## src/rtl/uart_pkg.sv

```systemverilog
// rtl/uart_pkg.sv - shared parity modes, receiver state encoding and baud divider helper
package uart_pkg;

   // Parity modes selected by the PARITY parameter
   localparam int PAR_NONE = 0;
   localparam int PAR_EVEN = 1;
   localparam int PAR_ODD  = 2;

   // Receiver states; every state other than ST_IDLE counts as busy
   typedef enum logic [2:0] {
      ST_IDLE      = 3'd0,
      ST_START     = 3'd1,
      ST_DATA      = 3'd2,
      ST_PARITY    = 3'd3,
      ST_STOP      = 3'd4,
      ST_WAIT_IDLE = 3'd5
   } uart_state_e;

   // Clocks per 16x oversampling tick, rounded to nearest, never below 1
   function automatic int calc_div(input int clk_freq, input int baud_rate);
      longint denom;
      longint div;
      denom = longint'(baud_rate) * 64'sd16;
      if (denom < 64'sd1) begin
         denom = 64'sd1;
      end
      div = (longint'(clk_freq) + denom / 64'sd2) / denom;
      if (div < 64'sd1) begin
         div = 64'sd1;
      end
      return int'(div);
   endfunction

endpackage

```

## src/rtl/uart_baud_tick.sv

```systemverilog
// rtl/uart_baud_tick.sv - enable-gated divider producing one-cycle oversampling ticks
module uart_baud_tick #(
   parameter int DIV = 1
) (
   input  logic clk,
   input  logic rst,
   input  logic en,
   output logic tick
);

   localparam int               CNT_W = (DIV > 1) ? $clog2(DIV) : 1;
   localparam logic [CNT_W-1:0] LAST  = CNT_W'(DIV - 1);

   logic [CNT_W-1:0] cnt_q;
   logic [CNT_W-1:0] cnt_d;

   // Count only while enabled; dropping en parks the counter at zero so the
   // first tick after enable lands a full DIV clocks later
   always_comb begin
      cnt_d = cnt_q;
      if (!en || (cnt_q == LAST)) begin
         cnt_d = '0;
      end else begin
         cnt_d = cnt_q + CNT_W'(1);
      end
   end

   // Divider count register
   always_ff @(posedge clk or posedge rst) begin
      if (rst) begin
         cnt_q <= '0;
      end else begin
         cnt_q <= cnt_d;
      end
   end

   assign tick = en && (cnt_q == LAST);

endmodule

```

## src/rtl/uart_rx_cfg.sv

```systemverilog
// rtl/uart_rx_cfg.sv - configurable-format 16x oversampling UART receiver with valid/ready output
module uart_rx_cfg
   import uart_pkg::*;
#(
   parameter int CLK_FREQ  = 100_000_000,
   parameter int BAUD_RATE = 9600,
   parameter int DATA_BITS = 8,
   parameter int PARITY    = 0,
   parameter int STOP_BITS = 1
) (
   input  logic                 clk,
   input  logic                 rst,
   input  logic                 rx,
   output logic [DATA_BITS-1:0] data_out,
   output logic                 valid,
   input  logic                 ready,
   output logic                 parity_err,
   output logic                 frame_err,
   output logic                 overrun,
   output logic                 rx_busy
);

   localparam int         DIV       = calc_div(CLK_FREQ, BAUD_RATE);
   localparam logic [2:0] LAST_DATA = 3'(DATA_BITS - 1);
   localparam logic       LAST_STOP = 1'(STOP_BITS - 1);

   logic                 sync1_q;
   logic                 sync2_q;
   logic                 rx_sync;
   logic                 tick;
   logic                 decide;
   logic                 maj;
   logic                 par_exp;
   logic                 load;

   uart_state_e          state_q,    state_d;
   logic [3:0]           tick_cnt_q, tick_cnt_d;
   logic                 s7_q,       s7_d;
   logic                 s8_q,       s8_d;
   logic [2:0]           bit_cnt_q,  bit_cnt_d;
   logic                 stop_cnt_q, stop_cnt_d;
   logic [DATA_BITS-1:0] shift_q,    shift_d;
   logic                 frm_perr_q, frm_perr_d;
   logic                 frm_ferr_q, frm_ferr_d;
   logic [3:0]           high_cnt_q, high_cnt_d;

   logic [DATA_BITS-1:0] out_data_q;
   logic                 out_valid_q;
   logic                 out_perr_q;
   logic                 out_ferr_q;
   logic                 out_ovr_q;

   // Two-flop synchroniser; resets to the idle-high line level
   always_ff @(posedge clk or posedge rst) begin
      if (rst) begin
         sync1_q <= 1'b1;
         sync2_q <= 1'b1;
      end else begin
         sync1_q <= rx;
         sync2_q <= sync1_q;
      end
   end

   assign rx_sync = sync2_q;
   assign rx_busy = (state_q != ST_IDLE);

   uart_baud_tick #(
      .DIV (DIV)
   ) u_baud_tick (
      .clk  (clk),
      .rst  (rst),
      .en   (rx_busy),
      .tick (tick)
   );

   assign decide  = tick && (tick_cnt_q == 4'd9);
   assign maj     = (s7_q & s8_q) | (s7_q & rx_sync) | (s8_q & rx_sync);
   assign par_exp = (PARITY == PAR_ODD) ? ~(^shift_q) : (^shift_q);

   // Next-state logic: tick numbering, mid-bit sampling, frame assembly and break wait
   always_comb begin
      state_d    = state_q;
      tick_cnt_d = tick_cnt_q;
      s7_d       = s7_q;
      s8_d       = s8_q;
      bit_cnt_d  = bit_cnt_q;
      stop_cnt_d = stop_cnt_q;
      shift_d    = shift_q;
      frm_perr_d = frm_perr_q;
      frm_ferr_d = frm_ferr_q;
      high_cnt_d = high_cnt_q;
      load       = 1'b0;

      if (tick) begin
         tick_cnt_d = tick_cnt_q + 4'd1;
         if (tick_cnt_q == 4'd7) begin
            s7_d = rx_sync;
         end
         if (tick_cnt_q == 4'd8) begin
            s8_d = rx_sync;
         end
      end

      case (state_q)
         ST_IDLE: begin
            tick_cnt_d = '0;
            bit_cnt_d  = '0;
            stop_cnt_d = 1'b0;
            frm_perr_d = 1'b0;
            frm_ferr_d = 1'b0;
            high_cnt_d = '0;
            if (!rx_sync) begin
               state_d = ST_START;
            end
         end
         ST_START: begin
            // A high majority means the low level was a glitch, not a start bit
            if (decide) begin
               state_d = maj ? ST_IDLE : ST_DATA;
            end
         end
         ST_DATA: begin
            if (decide) begin
               shift_d = {maj, shift_q[DATA_BITS-1:1]};
               if (bit_cnt_q == LAST_DATA) begin
                  bit_cnt_d = '0;
                  state_d   = (PARITY != PAR_NONE) ? ST_PARITY : ST_STOP;
               end else begin
                  bit_cnt_d = bit_cnt_q + 3'd1;
               end
            end
         end
         ST_PARITY: begin
            if (decide) begin
               frm_perr_d = maj ^ par_exp;
               state_d    = ST_STOP;
            end
         end
         ST_STOP: begin
            if (decide) begin
               frm_ferr_d = frm_ferr_q | ~maj;
               if (stop_cnt_q == LAST_STOP) begin
                  load    = 1'b1;
                  state_d = frm_ferr_d ? ST_WAIT_IDLE : ST_IDLE;
               end else begin
                  stop_cnt_d = stop_cnt_q + 1'b1;
               end
            end
         end
         ST_WAIT_IDLE: begin
            // A line held low (break) must return high for 16 straight ticks
            if (!rx_sync) begin
               high_cnt_d = '0;
            end else if (tick) begin
               if (high_cnt_q == 4'd15) begin
                  state_d = ST_IDLE;
               end else begin
                  high_cnt_d = high_cnt_q + 4'd1;
               end
            end
         end
         default: begin
            state_d = ST_IDLE;
         end
      endcase
   end

   // Receiver state and frame-assembly registers
   always_ff @(posedge clk or posedge rst) begin
      if (rst) begin
         state_q    <= ST_IDLE;
         tick_cnt_q <= '0;
         s7_q       <= 1'b1;
         s8_q       <= 1'b1;
         bit_cnt_q  <= '0;
         stop_cnt_q <= 1'b0;
         shift_q    <= '0;
         frm_perr_q <= 1'b0;
         frm_ferr_q <= 1'b0;
         high_cnt_q <= '0;
      end else begin
         state_q    <= state_d;
         tick_cnt_q <= tick_cnt_d;
         s7_q       <= s7_d;
         s8_q       <= s8_d;
         bit_cnt_q  <= bit_cnt_d;
         stop_cnt_q <= stop_cnt_d;
         shift_q    <= shift_d;
         frm_perr_q <= frm_perr_d;
         frm_ferr_q <= frm_ferr_d;
         high_cnt_q <= high_cnt_d;
      end
   end

   // Output holding register; a word arriving onto an unaccepted word is dropped
   always_ff @(posedge clk or posedge rst) begin
      if (rst) begin
         out_data_q  <= '0;
         out_valid_q <= 1'b0;
         out_perr_q  <= 1'b0;
         out_ferr_q  <= 1'b0;
         out_ovr_q   <= 1'b0;
      end else if (load) begin
         if (!out_valid_q || ready) begin
            out_data_q  <= shift_q;
            out_perr_q  <= frm_perr_q;
            out_ferr_q  <= frm_ferr_d;
            out_valid_q <= 1'b1;
         end else begin
            out_ovr_q <= 1'b1;
         end
      end else if (out_valid_q && ready) begin
         out_valid_q <= 1'b0;
      end
   end

   assign data_out   = out_data_q;
   assign valid      = out_valid_q;
   assign parity_err = out_perr_q;
   assign frame_err  = out_ferr_q;
   assign overrun    = out_ovr_q;

endmodule

```

## config.mk

```make
export PLATFORM = sky130hd
export DESIGN_NAME = uart_rx_cfg
export DESIGN_NICKNAME = d
export VERILOG_FILES = /design/src/rtl/uart_pkg.sv /design/src/rtl/uart_baud_tick.sv /design/src/rtl/uart_rx_cfg.sv
export SDC_FILE = /design/constraint.sdc
export NUM_CORES = 1
export LEC_CHECK = 0
export ABC_CLOCK_PERIOD_IN_PS = 4400
export BUFFER_PORTS_ARGS = -buffer_cell sky130_fd_sc_hd__buf_4
export CORE_UTILIZATION = 55
export DETAILED_ROUTE_END_ITERATION = 7
export PLACE_DENSITY = 0.74
export SYNTH_ARGS = -nofsm -noshare
export SYNTH_HDL_FRONTEND = slang
export SYNTH_SLANG_ARGS = --single-unit
```

## constraint.sdc

```tcl
create_clock -name clk -period 4.4 [get_ports clk]
set_input_delay 0.44 -clock clk [delete_from_list [all_inputs] [get_ports clk]]
set_output_delay 0.44 -clock clk [all_outputs]
set_load 0.01 [all_outputs]
```

=== After elaboration in Yosys (flattened, before gate mapping) ===
Cells that the tools add are included.

* Input port bits: 4
* Register bits: 51
* Logic and storage cells: 119

* $add $sub $neg: 5
* Reduce and logical (&&, ||, !) cells: 27
* Muxes and demuxes: 36
* Bitwise operators: 9
* Equal/unequal tests: 24

{| class="wikitable"
|+ Operators by type and width
! cell !! count
|-
| $mux W3 || 13
|-
| $mux W4 || 5
|-
| $ne A2 B2 Y1 const B || 10
|-
| $pmux W3 S6 || 1
|-
| $reduce_and A2 Y1 || 9
|-
| $eq A4 B4 Y1 const B || 3
|-
| $reduce_bool A2 Y1 || 6
|-
| $add A10 B1 Y10 const B || 1
|-
| $eq A10 B10 Y1 const B || 1
|-
| $mux W1 || 10
|-
| $mux W10 || 1
|-
| $reduce_and A10 Y1 || 1
|-
| $eq A3 B3 Y1 const B || 3
|-
| $add A4 B1 Y4 const B || 2
|-
| $pmux W4 S2 || 1
|-
| $reduce_xor A8 Y1 || 1
|-
| $eq A3 B2 Y1 const B || 2
|-
| $ne A3 B3 Y1 const B || 2
|-
| $pmux W1 S2 || 3
|-
| $pmux W3 S2 || 1
|-
| $eq A4 B3 Y1 const B || 1
|-
| $add A3 B1 Y3 const B || 1
|-
| $and A1 B1 Y1 || 3
|-
| $eq A3 B1 Y1 const B || 1
|-
| other kinds (12) || 19
|}

=== Longest topological paths before layout ===
Gate-level depths: netlist of the first run.

* Word-level depth: 9
* Mapped depth: 7

=== Modules after synthesis ===
From an unflattened synthesis of the first run, not the netlist that was laid out.

* Cell total of the unflattened synthesis: 231
* Area total of the unflattened synthesis: 2552.4 µm²

{| class="wikitable"
|+ By module, submodules not included
! module !! instances !! seq. area each (µm²) !! cells each !! area each (µm²)
|-
| uart_rx_cfg || 1 || 1006.0 || 178 || 1998.2
|-
| uart_baud_tick || 1 || 250.2 || 53 || 554.3
|}

=== Worst setup path after synthesis of the first run ===
Ideal clock, no wire load.

* Kind: register -> register
* From: register u_baud_tick.cnt_q[0]
* To: register out_data_q[0], in the netlist data_out[0]
* Path slack: 2.180 ns
* Library setup time: 0.125 ns
* Data required time: 4.275 ns
* Data arrival time: 2.096 ns
* Cell stages (with the launch flop): 8
* Path buffers: 1
* Cells stage by stage: dfrtp_1 -> inv_1 -> ha_1 -> nand3b_1 -> or4_1 -> buf_2 -> nor3_4 -> mux2_2

* Cells in the longest elaborated chain, start to end: 6

{| class="wikitable"
|+ Ends and longest elaborated chain
! element !! line !! text
|-
| start, declared || uart_baud_tick.sv:14 || <nowiki>logic [CNT_W-1:0] cnt_q;</nowiki>
|-
| start signal, assigned || uart_baud_tick.sv:33 || <nowiki>cnt_q <= cnt_d;</nowiki>
|-
| $eq A10 B10 Y1 || uart_baud_tick.sv:37 || <nowiki>assign tick = en && (cnt_q == LAST);</nowiki>
|-
| $logic_and A1 B1 Y1 || uart_baud_tick.sv:37 ||
|-
| $logic_and A1 B1 Y1 || uart_rx_cfg.sv:76 || <nowiki>assign decide = tick && (tick_cnt_q == 4'd9);</nowiki>
|-
| $mux W1 || uart_rx_cfg.sv:140 || <nowiki>if (decide) begin</nowiki>
|-
| $mux W1 || uart_rx_cfg.sv:104 || <nowiki>case (state_q)</nowiki>
|-
| $reduce_and A2 Y1 (no line) || n/a ||
|-
| end signal, assigned || uart_rx_cfg.sv:205 || <nowiki>out_data_q <= shift_q;</nowiki>
|-
| end, declared || uart_rx_cfg.sv:47 || <nowiki>logic [DATA_BITS-1:0] out_data_q;</nowiki>
|}

No other way between the ends.
A chain may end at the register's enable or synchronous reset.

=== Worst setup path in the final report of the first run ===
* From: register u_baud_tick.cnt_q[0]
* To: register out_data_q[2], in the netlist data_out[2]

The elaborated chain is that of the path after synthesis.

==> out/metrics.yaml, run 1 <==
outcome: "finished, final reports clean"
period_minus_slack_ps: 2540
r2r-start: "u_baud_tick.cnt_q[0]"
timing.final.ws_setup_ps: 1860
p_sw_uw: 161
met1_usage: 0.300
grt_usage: 0.212
hp-class: "in -> reg"
ys_seq_area_frac: 0.515
power.share.clock: 0.404
cts_setup_buffers: 0
antenna_found_initial: 0
tritoncts.num_buffers: 5
routabilityCongestion: 0.800
slew_headroom: 0.333
syn_to_final_growth_pct: 11.5
clkSinkCount: 50
synth_nets: 229
syn_area_sq_mm: 0.00244
cts_tree: "done"
dr.pass1.iters: 4
setup_violations: 0
cp.arrival_ps: 2730
grt_use_met2: 0.317
async_flop_share: 1.00
synth_top_area_share: 0.472
power_uw: 794
synth_ff_type: "dfrtp_1"
busiest_layer: "met2"
maxSlewViolCount: 0
syn_avg_cell_area_sq_um: 11.2
dieArea_sq_mm: 0.00470
min_from: "rx"
synth_cells: 217
path_class: "reg -> reg"
via_per_inst: 5.81
fin_tns_setup_ps: 0
grt_pass1_vias: 1585
grt_setup_unrepaired: "no"
ys_ff_latch: 50
yosys.area.top_type: "dfrtp_1"
startpoint: "u_baud_tick.cnt_q[0]"
period_share: 0.577
whs_ps: 245
comb_power_share: 0.013
clk_path_buf_depth: 2
yosys-top-cells-area: "dfrtp_1 (47%), mux2_2 (9.2%), xnor2_1 (5.0%)"
final_cells: 287
synth_edf_count: 0
insertion_delay_ps: 310
path_clk_slew_ps: 90
cap_violations: 0
ctsResizeCount: 0
final_antenna_net_count: 0
wl_per_cell_microns: 14.9
core-area_sq_mm: 0.00412
cts_root_buf: "clkbuf_8"
mostFrequentLayoutCells: "dfrtp_1 (46), nor2_1 (23), mux2_2 (20), nand2_1 (17), buf_4 (17)"
drive_above_1_share: 0.211
path_cells: "inv_1, ha_1, nand3b_1, or4_1, nor3_4, mux2_2"
layout_commonest_cell: "dfrtp_1"
dp_cells: 279
num_rows: 23
met3_usage: 0.0493
fill_cells: 338
wl_mm: 4.28
cellLeakagePower_nw: 1.26
place_ws_ps: 1840
yosys_warnings: 0
grt_max_degree: 51
ios: 17
grt_remaining_overflow: 0
cp-end-kind: "register"
skew_ps: 14.1
p_int_uw: 632
port_buffers: 16
grt_first_pass_wirelength_mm: 7.19
slowest_delay_ps: 680
drc: 0
vdd_drop_max_mv: 0.271
seq_area_sq_mm: 0.00126
max_freq_ghz: 0.394
tightest_slew_ps: 999
dp_hpwl_mm: 2.99
cp-start-kind: "register"
hold_viol: 0
n_antenna_cell: 0
multi_input_area_sq_mm: 0.00114
cts-htree-levels: 2
swShare: 0.203
cts_hold_buf: 0
start_util: 0.593
p_seq_frac: 0.582
nets: 248
num_vias: 1668
power_density_mw_per_mm2: 292
die_h_microns: 68.6
synth_cell_types: 43
path_max_fanout: 10
crit_slowest_cell: "or4_1"
die_x_microns: 68.6
drt_iter0_drc: 171
cp.required_ps: 4590
Yosys cell counts, types with 2 or more instances:
cell	n
a21oi_1	4
clkbuf_1	4
dfrtp_1	46
dfstp_2	4
ha_1	8
inv_1	6
mux2_2	20
mux2i_1	3
nand2_1	17
nand2b_1	4
nand3_1	11
nand3b_1	4
nand4_1	3
nand4b_1	2
nor2_1	23
nor2b_1	2
nor3_1	6
nor4_1	4
nor4b_1	2
o211ai_1	3
o21ai_0	2
o221ai_1	2
or4_1	2
xnor2_1	14
xor2_1	3
layout make-up:
| class | instances | share of cell area |
|---|---|---|
| clock buffer | 6 | 0.0267 |
| clock inverter | 2 | 0.0138 |
| inverter | 6 | 0.00828 |
| multi-input combinational | 156 | 0.419 |
| sequential | 50 | 0.462 |
| tap | 50 | 0.0230 |
| timing repair buffer | 17 | 0.0469 |
state kept, by name, summed over array words and instances, names as in the netlist, 3 cells and up:
| name | cells |
|---|---|
| u_baud_tick.cnt_q | 10 |
| data_out | 8 |
| high_cnt_q | 4 |
| state_q | 3 |
| tick_cnt_q | 4 |
| bit_cnt_q | 3 |
| shift_q | 8 |
worst max-delay path: cells and delay by family, from the launching register on:
kind / cells / cell delay (ps)
mux: 1 / 400
simple gates: 3 / 1370
flops: 1 / 430
buf+inv: 1 / 80
fa+ha+maj: 1 / 170
kinds of logic after synthesis:
kind of cell             share of synthesized area
AO/OA/AOI/OAI                               0.0559
XOR/XNOR                                    0.0703
adder cells (fa/ha/maj)                     0.0452
buffers and inverters                       0.0174
flip-flops                                   0.515
multiplexers                                 0.105
AND/OR/NAND/NOR                              0.191
path summary, 6_finish.rpt:
kind / end / slack, ps / depth (start not counted)
max in group asynchronous: u_baud_tick.cnt_q[6] / 3400 / 2
worst min-delay path: sync1_q / 250 / 1
worst max-delay path: data_out[2] / 1860 / 6
min in group asynchronous: frm_ferr_q / 380 / 2
worst max register to register: data_out[2] / 1860 / 6
worst min register to register: rx_sync / 350 / 0
power by group through the flow:
stage | clock [mW] | sequential [mW] | combinational [mW]
2_1_floorplan | 0 | 0.471 | 0.00689
3_3_place_gp | 0 | 0.471 | 0.0115
3_5_place_dp | 0 | 0.471 | 0.0115
4_1_cts | 0.330 | 0.462 | 0.0114
5_1_grt | 0.342 | 0.462 | 0.0131
6_report | 0.321 | 0.462 | 0.0106
routing by layer:
metal | part of all wire | vias up
li1 | - | 811
met4 | 0.014 | 0
met3 | 0.041 | 6
met5 | 0 | -
met1 | 0.50 | 813
met2 | 0.44 | 38
metrics by stage:
step | utilization | instance area, sq um
floorplan | - | 2440
global placement | 0.634 | 2610
detailed placement | 0.634 | 2610
CTS | 0.661 | 2720
global route | 0.661 | 2720
finish | 0.661 | 2720
Note: power is estimated with default switching activity, not from simulation.
==> inputs of run 2 (changes only) <==
- ABC_AREA: not set -> 1
- ABC_CLOCK_PERIOD_IN_PS: 4400 -> 2300
- CORE_UTILIZATION: 55 -> 54
- PLACE_DENSITY: 0.74 -> 0.75
- clock period: 4.4 -> 2.3 ns (I/O delays scaled with it)
==> out/metrics.yaml, run 2 <==
synth_edf_count: 0  # unchanged
synth_top_area_share: 0.438  # -0.0337
synth_top_family_by_area: "simple AND/OR/NAND/NOR gates"
vdd_drop_max_mv: 0.339  # +25%
swShare: 0.208  # +0.00499
syn_to_final_growth_pct: 11.8
power_mw: 1.53  # +93%
path_cells: "inv_1, ha_1, inv_1, nor2_1, nand3_2, nor2_4, nand2_2, nor2_4, nand2_4, nand2_1, nand2_1, nand2_1"
drt_iter0_drc: 141  # -18%
path_max_fanout: 18  # +8
grt_remaining_overflow: 0  # unchanged
period_minus_slack_ps: 1860  # -684 ps
num_vias: 2027  # +22%
syn_area_sq_mm: 0.00263  # +7.7%
tritoncts.num_buffers: 5  # unchanged
start_util: 0.560  # -0.0328
synth_ff_type: "dfrtp_1"
cp-end-kind: "register"
wl_per_cell_microns: 11.4  # -24%
yosys.area_share.simple: 0.337  # +0.145
p_seq_frac: 0.576  # -0.006
dr.pass1.iters: 4  # unchanged
yosys-top-cells-area: "dfrtp_1 (44%), nand2_1 (14%), inv_1 (6.3%)"
cts_tree: "done"
tightest_slew_ps: 529  # -469 ps
slew_headroom: 0.647  # +0.313
seq_area_sq_mm: 0.00126  # unchanged
r2r-start: "u_baud_tick.cnt_q[0]"
slowest_delay_ps: 410  # -270 ps
ys_ff_latch: 50  # unchanged
reg2reg_to: "bit_cnt_q[0]"
path_class: "reg -> reg"
largest_reg_flops: 10  # unchanged
regToRegSetupSlack_ps: 440  # -1420 ps
met3_length_microns: 151  # -14%
timing.final.ws_setup_ps: 444  # -1420 ps
period_share: 0.807  # +0.230
dp_hpwl_mm: 3.42  # +14%
grt_first_pass_wirelength_mm: 7.96  # +11%
yosys-top-cells-count: "nand2_1 (101), dfrtp_1 (46), inv_1 (44), nor2_1 (31), nand3_1 (25)"
ios: 17  # unchanged
whs_ps: 23.8  # -221 ps
wl_mm: 4.60  # +7.4%
cp-start-kind: "register"
fin_tns_setup_ps: 0  # unchanged
synth_fa_ha_area_frac: 0.0381  # -0.00704
crit_slowest_cell: "dfrtp_1"
p_int_mw: 1.22  # +92%
hold_viol: 0  # unchanged
clkSinkCount: 50  # unchanged
cp_top_family: "simple AND/OR/NAND/NOR gates"
stdcell_area_sq_mm: 0.00294  # +8.0%
synth_mux_area_frac: 0  # -0.105
fill_cells: 403  # +19%
cts-htree-levels: 2  # unchanged
via_per_inst: 5.00  # -14%
cellLeakagePower_nw: 1.49  # +18%
grt_usage: 0.200  # -0.0122
async_flop_share: 1.00  # unchanged
n_antenna_cell: 0  # unchanged
synth_compound_area_frac: 0.0648  # +0.00887
synth_cell_types: 30  # -30%
synth_nets: 340  # +48%
startpoint: "u_baud_tick.cnt_q[0]"
fin_util: 0.626  # -0.0348
critPathBufInv: 2  # +1
post_dp_cell_area_sq_mm: 0.00281  # +7.8%
top_register: "u_baud_tick.cnt_q"
route.met2.wl_mm: 2.13  # +12%
power_density_mw_per_mm2: 523  # +79%
dieArea_sq_mm: 0.00515  # +9.4%
multi_input_area_sq_mm: 0.00117  # +2.9%
final_cells: 405  # +41%
synth_cells: 328  # +51%
final_antenna_net_count: 0  # unchanged
yosys.area.top_type: "dfrtp_1"
cp.arrival_ps: 2110  # -620 ps
place_ws_ps: 503  # -1340 ps
cp.required_ps: 2550  # -2040 ps
grt_max_degree: 27  # -47%
insertion_delay_ps: 310  # about the same
wl_met1_mm: 2.22  # +3.4%
drc: 0  # unchanged
endpoint: "bit_cnt_q[0]"
cts_setup_buffers: 0  # unchanged
die_x_microns: 71.7  # +4.6%
skew_ps: 7.11  # -6.96 ps
path_common_cell: "nand2_1"
topRoutingLayerUsed: "met4"
post-synth-top-count-cell: "nand2_1"
cts_root_buf: "clkbuf_8"
hp-class: "in -> reg"
clk_path_buf_depth: 2  # unchanged
crit_cells: 12  # +6
yosys.area_share.xor_xnor: 0.00667  # -0.0636
yosys_warnings: 0  # unchanged
nets: 362  # +46%
drive_above_1_share: 0.168  # -0.0429
maxSlewViolCount: 0  # unchanged
comb_power_share: 0.019  # +0.006
outcome: "finished, final reports clean"
die_h_microns: 71.7  # +4.6%
syn_avg_cell_area_sq_um: 8.01  # -29%
routabilityCongestion: 0.800  # about the same
num_rows: 25  # +8.7%
mostFrequentLayoutCells: "nand2_1 (101), dfrtp_1 (46), inv_1 (43), nor2_1 (31), nand3_1 (25)"
port_buffers: 16  # unchanged
grt_pass1_vias: 1867  # +18%
power.share.clock: 0.405  # about the same
setup_violations: 0  # unchanged
layout_commonest_cell: "nand2_1"
antenna_found_initial: 0  # unchanged
core-area_sq_mm: 0.00469  # +14%
max_freq_ghz: 0.539  # +37%
cap_violations: 0  # unchanged
grt_setup_unrepaired: "no"
r2r_cells: 12  # +6
path_clk_slew_ps: 90  # about the same
ys_seq_area_frac: 0.478  # -0.0368
dp_cells: 396  # +42%
p_sw_uw: 319  # +98%
==> run 2: area by class of cell <==
type	count	share of cell area
Sequential cell	50	0.428
Timing Repair Buffer	18	0.0511
Inverter	47	0.0601
Clock buffer	5	0.0234
Tap cell	54	0.0230
Clock inverter	3	0.0153
Multi-Input combinational cell	228	0.399
==> run 2: repair_timing <==
action / 4_1_cts / 5_1_grt
hold endpoints to repair: 20 / 0
hold buffers: 1 / 0
gates resized for setup: 0 / 0
==> run 2: worst reg2reg max path: stages (launching register included) <==
cell     delay, ps
dfrtp_1        410
inv_1           80
ha_1           170
inv_1           40
nor2_1         100
nand3_2        100
nor2_4         160
nand2_2         80
nor2_4         170
nand2_4        170
nand2_1        160
nand2_1         80
nand2_1         60
==> run 2: worst min path at each step <==
| stage | to | slack [ps] | startpoint | cells after the start |
|---|---|---|---|---|
| after global routing | sync1_q | 4 | rx | 1 |
| final | sync1_q | 20 | rx | 1 |
| after detailed placement | u_baud_tick.cnt_q[8] | 320 | rst | 2 |
| after CTS | sync1_q | 10 | rx | 1 |
| after global placement | bit_cnt_q[1] | 310 | rst | 2 |
| after floorplan | sync1_q | 230 | rx | 0 |
==> run 2: cell families (layout without fill, tap and decap cells) <==
family	Yosys count	count (layout)
AND/OR/NAND/NOR	191	191
flip-flops	50	50
buffers and inverters	50	73
AO/OA/AOI/OAI	27	27
adder cells (fa/ha/maj)	8	8
XOR/XNOR	2	2
==> run 2: layer usage <==
layer	up-vias	track usage
li1	1074	-
met1	912	0.256
met2	30	0.329
met3	11	0.0464
met4	0	0.0828
met5	-	0
==> run 2: power groups by stage <==
stage / Sequential (mW) / Clock [mW] / Combinational (mW)
floorplan: 0.902 / 0 / 0.0143
global placement: 0.902 / 0 / 0.0295
detailed placement: 0.902 / 0 / 0.0298
CTS: 0.885 / 0.646 / 0.0312
global route: 0.886 / 0.672 / 0.0346
finish: 0.885 / 0.621 / 0.0291
==> inputs of run 3 (changes only) <==
- ABC_AREA: 1 -> 0
- ABC_CLOCK_PERIOD_IN_PS: 2300 -> 1700
- clock period: 2.3 -> 1.7 ns (I/O delays scaled with it)
==> out/metrics.yaml, run 3 (synthesis results as in run 1) <==
final_cells: 341  # -16%
path_max_fanout: 10  # -8
comb_power_share: 0.020  # about the same
skew_ps: 9.19  # +2.08 ps
die_x_microns: 69.2  # -3.5%
power_mw: 1.99  # +30%
hold_viol: 0  # unchanged
clkSinkCount: 50  # unchanged
drc: 0  # unchanged
dr.pass1.iters: 4  # unchanged
dp_hpwl_mm: 3.74  # +9.3%
r2r_cells: 7  # -5
grt_remaining_overflow: 0  # unchanged
drive_above_1_share: 0.419  # +0.251
wl_mm: 5.67  # +23%
reg2reg_to: "data_out[6]"
cap_violations: 0  # unchanged
port_buffers: 16  # unchanged
layout_commonest_cell: "buf_4"
whs_ps: 222  # +198 ps
largest_reg_flops: 10  # unchanged
syn_to_final_growth_pct: 35.9
maxSlewViolCount: 0  # unchanged
cp-start-kind: "register"
routabilityCongestion: 0.837  # +4.6%
tightest_slew_ps: 500  # -29.8 ps
fin_util: 0.761  # +0.135
path_class: "reg -> reg"
dp_cells: 323  # -18%
period_minus_slack_ps: 2030  # +178 ps
max_freq_ghz: 0.492  # -8.7%
grt_pass1_vias: 2014  # +7.9%
min_from: "ready"
cts_tree: "done"
antenna_found_initial: 0  # unchanged
die_h_microns: 69.2  # -3.5%
n_antenna_cell: 0  # unchanged
timing.final.ws_setup_ps: -334  # -778 ps
grt_usage: 0.250  # +0.0495
via_per_inst: 5.73  # +14%
hold_path_end: "valid"
power.share.clock: 0.379  # -0.026
clk_path_buf_depth: 2  # unchanged
place_ws_ps: -350  # -852 ps
setup_violations: 29  # +29
period_share: 1.20  # +0.389
core-area_sq_mm: 0.00435  # -7.2%
cellLeakagePower_nw: 1.57  # +5.2%
dieArea_sq_mm: 0.00479  # -7.0%
hp-class: "in -> reg"
cp-end-kind: "register"
slew_headroom: 0.658  # +0.0118
nets: 300  # -17%
num_vias: 1954  # -3.6%
wl_per_cell_microns: 16.6  # +47%
start_util: 0.560  # about the same
outcome: "finished, violations left"
cp.required_ps: 1910  # -640 ps
grt_setup_unrepaired: "yes"
cp.arrival_ps: 2240  # +130 ps
power_density_mw_per_mm2: 601  # +15%
top_register: "u_baud_tick.cnt_q"
vdd_drop_max_mv: 0.645  # +90%
violations: "setup timing"
grt_max_degree: 25  # -7.4%
cts-htree-levels: 2  # unchanged
p_seq_frac: 0.601  # +0.025
path_clk_slew_ps: 100  # about the same
ios: 17  # unchanged
p_sw_uw: 475  # +49%
fill_cells: 257  # -36%
r2r-start: "u_baud_tick.cnt_q[0]"
p_int_mw: 1.52  # +25%
final_antenna_net_count: 0  # unchanged
cts_root_buf: "clkbuf_8"
whs_path_depth: 3  # +2
insertion_delay_ps: 320  # about the same
num_rows: 24  # -4.0%
mostFrequentLayoutCells: "buf_4 (57), dfrtp_1 (45), nor2_1 (21), mux2_2 (18), nand2_1 (17)"
grt_first_pass_wirelength_mm: 9.33  # +17%
regToRegSetupSlack_ps: -330  # -780 ps
tritoncts.num_buffers: 5  # unchanged
drt_iter0_drc: 131  # -7.1%
swShare: 0.239  # +0.0305
run 3: cell count changes in the layout (fill, tap and decap cells not counted), sizes merged, moves of 4 or more:
cell,previous run,this run
buf,17,67
nor2,39,23
inv,47,8
nand2b,0,4
mux2,0,20
o21ai,16,2
nand3,32,11
a21oi,9,4
xnor2,1,14
nand2,104,17
run 3: layer usage:
| metal | GRT usage | vias to the layer above | wire length (microns) |
|---|---|---|---|
| li1 | - | 914 | - |
| met1 | 0.312 | 982 | 2360 |
| met2 | 0.424 | 50 | 3010 |
| met3 | 0.0465 | 8 | 203 |
| met4 | 0.107 | 0 | 105 |
| met5 | 0 | - | 0 |
run 3: how the worst max path moves through the flow:
| stage | start | endpoint | slack, ps | depth (start not counted) |
|---|---|---|---|---|
| floorplan | u_baud_tick.cnt_q[0] | data_out[0] | -450 | 7 |
| CTS | u_baud_tick.cnt_q[0] | data_out[6] | -310 | 7 |
| global route | u_baud_tick.cnt_q[0] | data_out[6] | -410 | 7 |
| global placement | u_baud_tick.cnt_q[0] | data_out[3] | -300 | 7 |
| finish | u_baud_tick.cnt_q[0] | data_out[6] | -330 | 7 |
| detailed placement | u_baud_tick.cnt_q[0] | data_out[3] | -350 | 7 |
run 3: what timing repair did:
item / CTS / global route
pin swaps: 2 / 7
endpoints found under the setup margin: 32 / 32
hold endpoints to repair: 20 / 0
setup buffers: 1 / 7
gates cloned: 0 / 0
gates resized for setup: 17 / 16
hold buffers: 2 / 0
run 3: layout make-up:
class                   instances  area [sq um]  area share
clock buffers                   5          68.8      0.0208
repair buffers                 69           596       0.180
multi-input cells             156          1270       0.385
well taps                      52          65.1      0.0196
flip-flops and latches         50          1260       0.380
inverters                       6          22.5     0.00680
clock inverters                 3          28.8     0.00869
run 3: power by group through the flow:
stage | registers, mW | clock network [mW] | logic [mW]
after floorplan | 1.22 | 0 | 0.0178
after global placement | 1.22 | 0 | 0.0364
after detailed placement | 1.22 | 0 | 0.0377
after CTS | 1.20 | 0.776 | 0.0413
after global routing | 1.20 | 0.814 | 0.0460
final | 1.20 | 0.754 | 0.0393
run 3: metrics by stage:
stage,setup TNS (ps),area (sq um)
floorplan,-6370,2440
global placement,-3990,2980
detailed placement,-5000,2980
CTS,-3430,3190
global route,-7740,3310
finish,-4930,3310
run 3: worst max-delay path: stages, from the launching register on:
cell and delay (ps):
dfrtp_1 390, inv_1 60, ha_2 160, nand3b_1 120
or4_4 530, nor3_4 170, buf_12 160, mux2_2 340
